<file path="config.mk">
export PLATFORM = sky130hd
export DESIGN_NAME = hazard_ctrl
export DESIGN_NICKNAME = d
export VERILOG_FILES = /design/src/rtl/hazard_pkg.sv /design/src/rtl/hazard_fwd_unit.sv /design/src/rtl/hazard_ctrl.sv
export SDC_FILE = /design/constraint.sdc
export NUM_CORES = 1
export LEC_CHECK = 0
export ABC_CLOCK_PERIOD_IN_PS = 2490
export CAP_MARGIN = 10
export CORE_MARGIN = 2
export CORE_UTILIZATION = 43
export CTS_CLUSTER_SIZE = 40
export DETAILED_ROUTE_END_ITERATION = 16
export GPL_TIMING_DRIVEN = 1
export PLACE_DENSITY = 0.85
export SLEW_MARGIN = 15
export SYNTH_ARGS = -nofsm -noshare
export SYNTH_HDL_FRONTEND = slang
export SYNTH_SLANG_ARGS = --single-unit
</file>
<file path="constraint.sdc">
create_clock -name clk -period 2.49 [get_ports clk]
set_clock_uncertainty 0.2 [all_clocks]
set_input_delay 0.3735 -clock clk [delete_from_list [all_inputs] [get_ports clk]]
set_output_delay 0.3735 -clock clk [all_outputs]
set_load 0.02 [all_outputs]
</file>
<file path="src/rtl/hazard_pkg.sv">
`default_nettype none
// +----------------------------------------------------------------------------+
// | hazard_pkg : shared encodings and the register-match helper for hazard_ctrl |
// | Rev 1.0                                                                     |
// +----------------------------------------------------------------------------+
package hazard_pkg;

  localparam logic [1:0] FWD_REG     = 2'b00;
  localparam logic [1:0] FWD_MEM     = 2'b01;
  localparam logic [1:0] FWD_WB      = 2'b10;
  localparam logic [1:0] RES_SRC_MEM = 2'b01;

  typedef enum logic [1:0] {
    ST_RST_FLUSH = 2'd0,
    ST_RUN       = 2'd1,
    ST_MEM_WAIT  = 2'd2
  } state_t;

  // x0 is hard-wired zero, so a write to it never produces a dependence.
  function automatic logic reg_match(input logic we, input logic [4:0] rd,
                                     input logic [4:0] idx);
    return we && (rd != 5'd0) && (rd == idx);
  endfunction

endpackage
`default_nettype wire

</file>
<file path="src/rtl/hazard_fwd_unit.sv">
`default_nettype none
// +----------------------------------------------------------------------------+
// | hazard_fwd_unit : EXE operand forward select for one source register       |
// | Rev 1.0                                                                     |
// +----------------------------------------------------------------------------+
module hazard_fwd_unit
  import hazard_pkg::*;
(
  input  logic [4:0] src_idx_i,
  input  logic [4:0] rd_idx_m_i,
  input  logic       reg_write_en_m_i,
  input  logic       load_m_i,
  input  logic [4:0] rd_idx_w_i,
  input  logic       reg_write_en_w_i,
  output logic [1:0] fwd_sel_o
);

  logic w_hit_m;
  logic w_hit_w;

  assign w_hit_m = reg_match(reg_write_en_m_i, rd_idx_m_i, src_idx_i) && !load_m_i;
  assign w_hit_w = reg_match(reg_write_en_w_i, rd_idx_w_i, src_idx_i);

  // A load in MEM has no data yet, so WB is the youngest usable producer.
  assign fwd_sel_o = w_hit_m ? FWD_MEM : (w_hit_w ? FWD_WB : FWD_REG);

endmodule
`default_nettype wire

</file>
<file path="src/rtl/hazard_ctrl.sv">
`default_nettype none
// +----------------------------------------------------------------------------+
// | hazard_ctrl : pipeline stall/flush/forward sequencing for the 5-stage core |
// | Optional macro HAZARD_PERF_CNT_EN adds stall/flush performance counters.   |
// | Rev 1.0                                                                     |
// +----------------------------------------------------------------------------+
module hazard_ctrl
  import hazard_pkg::*;
#(
  parameter int unsigned RESET_BUBBLES = 2,
  parameter int unsigned WAIT_CNT_W    = 8
) (
  input  logic       clk,
  input  logic       resetn,
  input  logic [4:0] rs1_idx_d_i,
  input  logic [4:0] rs2_idx_d_i,
  input  logic       rs1_used_d_i,
  input  logic       rs2_used_d_i,
  input  logic       branch_d_i,
  input  logic       taken_d_i,
  input  logic [4:0] rs1_idx_e_i,
  input  logic [4:0] rs2_idx_e_i,
  input  logic [4:0] rd_idx_e_i,
  input  logic [4:0] rd_idx_m_i,
  input  logic [4:0] rd_idx_w_i,
  input  logic       reg_write_en_e_i,
  input  logic       reg_write_en_m_i,
  input  logic       reg_write_en_w_i,
  input  logic [1:0] result_src_e_i,
  input  logic [1:0] result_src_m_i,
  input  logic       dmem_req_m_i,
  input  logic       dmem_ready_m_i,
  output logic       enable_f_o,
  output logic       enable_d_o,
  output logic       flush_d_o,
  output logic       flush_e_o,
  output logic       rs1_depended_h_o,
  output logic [1:0] fwd_rs1_sel_e_o,
  output logic [1:0] fwd_rs2_sel_e_o,
  output logic       mem_timeout_o
`ifdef HAZARD_PERF_CNT_EN
  ,
  output logic [31:0] stall_cnt_o,
  output logic [31:0] flush_cnt_o
`endif
);

  state_t                  r_state,    w_state_nxt;
  logic [3:0]              r_bub_cnt,  w_bub_nxt;
  logic [WAIT_CNT_W-1:0]   r_wait_cnt, w_wait_nxt;
  logic                    r_timeout,  w_timeout_nxt;

  logic       w_load_e, w_load_m;
  logic       w_hit_e, w_hit_m;
  logic       w_mem_wait, w_load_use, w_br_dep, w_stall;
  logic       w_run_act, w_squash;
  logic [1:0] w_fwd1, w_fwd2;
  logic       w_in_rst;

  assign w_load_e = (result_src_e_i == RES_SRC_MEM);
  assign w_load_m = (result_src_m_i == RES_SRC_MEM);

  assign w_hit_e = (rs1_used_d_i && reg_match(reg_write_en_e_i, rd_idx_e_i, rs1_idx_d_i)) ||
                   (rs2_used_d_i && reg_match(reg_write_en_e_i, rd_idx_e_i, rs2_idx_d_i));
  assign w_hit_m = (rs1_used_d_i && reg_match(reg_write_en_m_i, rd_idx_m_i, rs1_idx_d_i)) ||
                   (rs2_used_d_i && reg_match(reg_write_en_m_i, rd_idx_m_i, rs2_idx_d_i));

  assign w_mem_wait = dmem_req_m_i && !dmem_ready_m_i;
  assign w_load_use = w_load_e && w_hit_e;
  assign w_br_dep   = branch_d_i && (w_hit_e || (w_load_m && w_hit_m));
  assign w_stall    = w_load_use || w_br_dep;
  assign w_in_rst   = (r_state == ST_RST_FLUSH);

  hazard_fwd_unit u_fwd_rs1 (
    .src_idx_i        (rs1_idx_e_i),
    .rd_idx_m_i       (rd_idx_m_i),
    .reg_write_en_m_i (reg_write_en_m_i),
    .load_m_i         (w_load_m),
    .rd_idx_w_i       (rd_idx_w_i),
    .reg_write_en_w_i (reg_write_en_w_i),
    .fwd_sel_o        (w_fwd1)
  );

  hazard_fwd_unit u_fwd_rs2 (
    .src_idx_i        (rs2_idx_e_i),
    .rd_idx_m_i       (rd_idx_m_i),
    .reg_write_en_m_i (reg_write_en_m_i),
    .load_m_i         (w_load_m),
    .rd_idx_w_i       (rd_idx_w_i),
    .reg_write_en_w_i (reg_write_en_w_i),
    .fwd_sel_o        (w_fwd2)
  );

  assign fwd_rs1_sel_e_o  = w_in_rst ? FWD_REG : w_fwd1;
  assign fwd_rs2_sel_e_o  = w_in_rst ? FWD_REG : w_fwd2;
  assign rs1_depended_h_o = !w_in_rst && rs1_used_d_i && !w_load_m &&
                            reg_match(reg_write_en_m_i, rd_idx_m_i, rs1_idx_d_i);
  assign mem_timeout_o    = r_timeout;

  always_ff @(posedge clk or negedge resetn) begin
    if (!resetn) begin
      r_state    <= ST_RST_FLUSH;
      r_bub_cnt  <= 4'(RESET_BUBBLES);
      r_wait_cnt <= '0;
      r_timeout  <= 1'b0;
    end else begin
      r_state    <= w_state_nxt;
      r_bub_cnt  <= w_bub_nxt;
      r_wait_cnt <= w_wait_nxt;
      r_timeout  <= w_timeout_nxt;
    end
  end

  always_comb begin
    w_state_nxt   = r_state;
    w_bub_nxt     = r_bub_cnt;
    w_wait_nxt    = r_wait_cnt;
    w_timeout_nxt = r_timeout;
    w_run_act     = 1'b0;
    w_squash      = 1'b0;
    enable_f_o    = 1'b0;
    enable_d_o    = 1'b0;
    flush_d_o     = 1'b0;
    flush_e_o     = 1'b0;
    case (r_state)
      ST_RST_FLUSH: begin
        flush_d_o = 1'b1;
        flush_e_o = 1'b1;
        if (r_bub_cnt <= 4'd1) w_state_nxt = ST_RUN;
        else                   w_bub_nxt   = r_bub_cnt - 4'd1;
      end
      ST_MEM_WAIT: begin
        if (dmem_ready_m_i) begin
          // Completing cycle behaves like RUN with the memory stall removed.
          w_run_act   = 1'b1;
          w_state_nxt = ST_RUN;
          w_wait_nxt  = '0;
        end else if (r_wait_cnt == {WAIT_CNT_W{1'b1}}) begin
          w_timeout_nxt = 1'b1;
        end else begin
          w_wait_nxt = r_wait_cnt + 1'b1;
        end
      end
      default: begin
        if (w_mem_wait) begin
          w_state_nxt = ST_MEM_WAIT;
          w_wait_nxt  = {{(WAIT_CNT_W-1){1'b0}}, 1'b1};
        end else begin
          w_run_act = 1'b1;
        end
      end
    endcase

    // A redirect is ignored during a stall since its operands may be stale.
    if (w_run_act) begin
      if (w_stall) begin
        flush_e_o = 1'b1;
      end else begin
        enable_f_o = 1'b1;
        enable_d_o = 1'b1;
        flush_d_o  = taken_d_i;
        w_squash   = taken_d_i;
      end
    end
  end

`ifdef HAZARD_PERF_CNT_EN
  logic [31:0] r_stall_cnt;
  logic [31:0] r_flush_cnt;

  always_ff @(posedge clk or negedge resetn) begin
    if (!resetn) begin
      r_stall_cnt <= '0;
      r_flush_cnt <= '0;
    end else begin
      if (!enable_d_o && !w_in_rst) r_stall_cnt <= r_stall_cnt + 32'd1;
      if (w_squash)                 r_flush_cnt <= r_flush_cnt + 32'd1;
    end
  end

  assign stall_cnt_o = r_stall_cnt;
  assign flush_cnt_o = r_flush_cnt;
`else
  logic w_unused_squash;
  assign w_unused_squash = w_squash;
`endif

endmodule
`default_nettype wire

</file>
==> results.md <==
* Status: finished clean
* Max_slew headroom at 54.0%
* Grt ovf at 0
* Share of cells above drive strength 1 at 27.8%
* Post-synth ARST share at 100%
* CP Launch Type: input port
* Synth Register Bits at 15
* RSZ-0062 raised after global routing: no
* Final Cycle Share at 98.4%
* Layout Cell Area excl Fill at 2320 sq um
* Routability congestion estimate at 0.946
* CTS tree: built
* Clk_lat worst skew at 0.29 ns
* Syn Area/Cell at 8.56 sq um
* Worst Hold Depth at 1
* Vias in the first global route at 1,509
* Post-Syn Area at 1440 sq um
* Peak VDD IR at 0.000291 V
* FMAX at 408 MHz
* Cell Count, Final, Fillers Out at 299
* Nets at 309
* Post-synthesis net count at 221
* Power density cells at 313 nW/um^2
* Buffers & Inverters on Critical Path at 2
* Setup WS pre-CTS at -0.722 ns
* Detailed placement HPWL at 3.57 mm
* Diode count at 0
* Initial DRC Count at 73
* CTS Buffer Depth at 2
* Seq/Total Area, Yosys at 26.2%
* Final min period at 2.45 ns
* H-tree levels at 1
* Reg2reg end: r_wait_cnt[5]
* Mapped Cells at 168
* Cts hold-fix bufs at 0
* Final wirelength at 4.48 mm
* Area grow syn2layout at 61.7%
* Static Leak at 1.05 nW
* Vias/cell at 5.17
* Post-synth top area share at 24.4%
* Die height at 61.8 um
* Fin worst setup slack at 0.0410 ns
* Number of enable flip-flop cells after synthesis at 0
* Largest net degree at the start of global routing at 16
* Setup repair bufs after CTS at 0
* DR DRC count at 0
* Die Footprint at 3820 sq um
* Synth Flop Type: dfrtp_1
* WP data arrival at 1.88 ns
* Critical-path cell list: clkdlybuf4s50_1 > o21ai_4 > a21o_4 > nor4_1 > dlygate4sd2_1
* Total chip power at 728 uW
* Drt pass-1 iters at 4
* CTS clk-pin slew, worst paths at 0.10 ns
* Hold path startpoint: r_bub_cnt[3]
* Initial core utilization at 46.0%
* Synth area leaders: dfrtp_1 24%, xor2_1 17%, xnor2_1 12%
* R2R cell count at 7
* Buffers on Ports at 59
* Area leader, netlist: dfrtp_1
* Max Cap Viol at 0
* Initial antenna violation count at 0
* CTS Buf Count at 3
* YS warnings at 0
* Cell Area, Placed at 2270 sq um
* Setup crit end kind: output port
* Row Count at 20
* Inst Count DP at 295
* WP data required at 1.92 ns
* RR Startpoint: r_wait_cnt[1]
* Via count at 1,545
* Worst Max-Slew Pin Slew at 0.687 ns
* First-pass GRT wire length at 6.87 mm
* DR WL/cell at 15.0 um
* Final setup violation count at 0
* WHS Endpoint: r_bub_cnt[3]
* Horiz. Die Dim at 61.8 um
* Top cell family by delay on the critical path: buffers and inverters
* Synth cell types at 43
* Worst path max stage delay at 0.51 ns
* Worst path slowest cell: clkdlybuf4s50_1
* Crit-path max FO at 4
* ANT nets after route at 0
* Final Max Slew Viols at 0
* Clk sink count at 15
* Total Routing Usage GR at 24.9%
* CP startpoint: reg_write_en_m_i
* R2R Setup Slk at 0.38 ns
* Top Ports at 60
* Hold Crit Class: register to register
* Core ar. at 3130 sq um
* Fin Setup TNS at 0 ns
* FILL cells at 235
* Clock tree root buffer cell: clkbuf_4
* Hold Fails Final Rpt at 0
* CP Class: input port to output port
==> flip-flops by register name (all words and copies together) (netlist names) <==
name	count
r_state	2
mem_timeout_o	1
r_bub_cnt	4
r_wait_cnt	8
==> layout by cell type, fill, tap and decap left out, drive strengths merged, types with 2 or more instances in the layout <==
master and count:
a21o 2, a21oi 6, buf 40, clkbuf 8, clkdlybuf4s15 4, clkdlybuf4s50 23
dfrtp 14, dlygate4sd2 15, dlymetal6s2s 4, ha 3, inv 8, nand2 16
nand3 11, nor2 12, nor3 5, nor4 8, o21ai 5, o221ai 2
or4 4, xnor2 19, xor2 28
==> layer usage <==
metal / part of all wire (%) / GRT usage [%] / vias to the layer above
li1: - / - / 759
met1: 43 / 30.1 / 728
met2: 49 / 45.0 / 50
met3: 5.2 / 4.55 / 8
met4: 2.4 / 6.99 / 0
met5: 0 / 0 / -
==> synth_stat cells, types with 2 or more instances <==
master    count
xor2_1       28
xnor2_1      19
nand2_1      16
dfrtp_1      14
nor2_1       12
nand3_1      10
inv_1         8
nor4_1        7
a21oi_1       5
nor3_1        4
o21ai_0       4
buf_6         3
clkbuf_1      3
ha_1          3
or4_1         3
o221ai_1      2
==> metrics by stage <==
| step | utilization [%] | hold slack, ns |
|---|---|---|
| 2_1_floorplan | - | -0.122 |
| 3_5_place_dp | 72.6 | 0.262 |
| 3_3_place_gp | 72.6 | 0.255 |
| 5_1_grt | 74.3 | 0.281 |
| 6_report | 74.3 | 0.277 |
| 4_1_cts | 74.2 | 0.278 |
==> where the power goes <==
part           switching [mW]  internal [mW]  leakage, nW  total (mW)
clock                  0.0871         0.0598       0.0177       0.147
combinational           0.145          0.170        0.835       0.315
sequential             0.0120          0.254        0.194       0.266
==> layout make-up <==
class,count,area [sq um],area share [%]
Clock inverter,1,5.00,0.215
Sequential cell,15,377,16.2
Inverter,8,30.0,1.29
Tap cell,44,55.1,2.37
Clock buffer,3,22.5,0.969
Multi-Input combinational cell,137,1040,44.7
Timing Repair Buffer,91,797,34.3
==> kinds of logic after synthesis <==
family          share of synthesized area, %
compound gates                          13.8
xor+xnor                                28.6
fa+ha+maj                               2.61
buf+inv                                 6.09
flops                                   26.2
simple gates                            22.6
==> what timing repair did <==
item	CTS	global route
resized for setup	84	16
gates cloned	0	0
endpoints found under the setup margin	9	7
pin swaps	18	11
==> worst max-delay path by stage <==
stage / endpoint / slack [ns] / cells after the start
after floorplan: enable_f_o / 0.009 / 7
after global routing: fwd_rs2_sel_e_o[0] / 0.004 / 6
after CTS: enable_f_o / 0.002 / 7
final: fwd_rs1_sel_e_o[0] / 0.04 / 5
after global placement: enable_d_o / -0.66 / 7
after detailed placement: enable_f_o / -0.72 / 7
No activity file was read; power rests on OpenSTA's default activity.
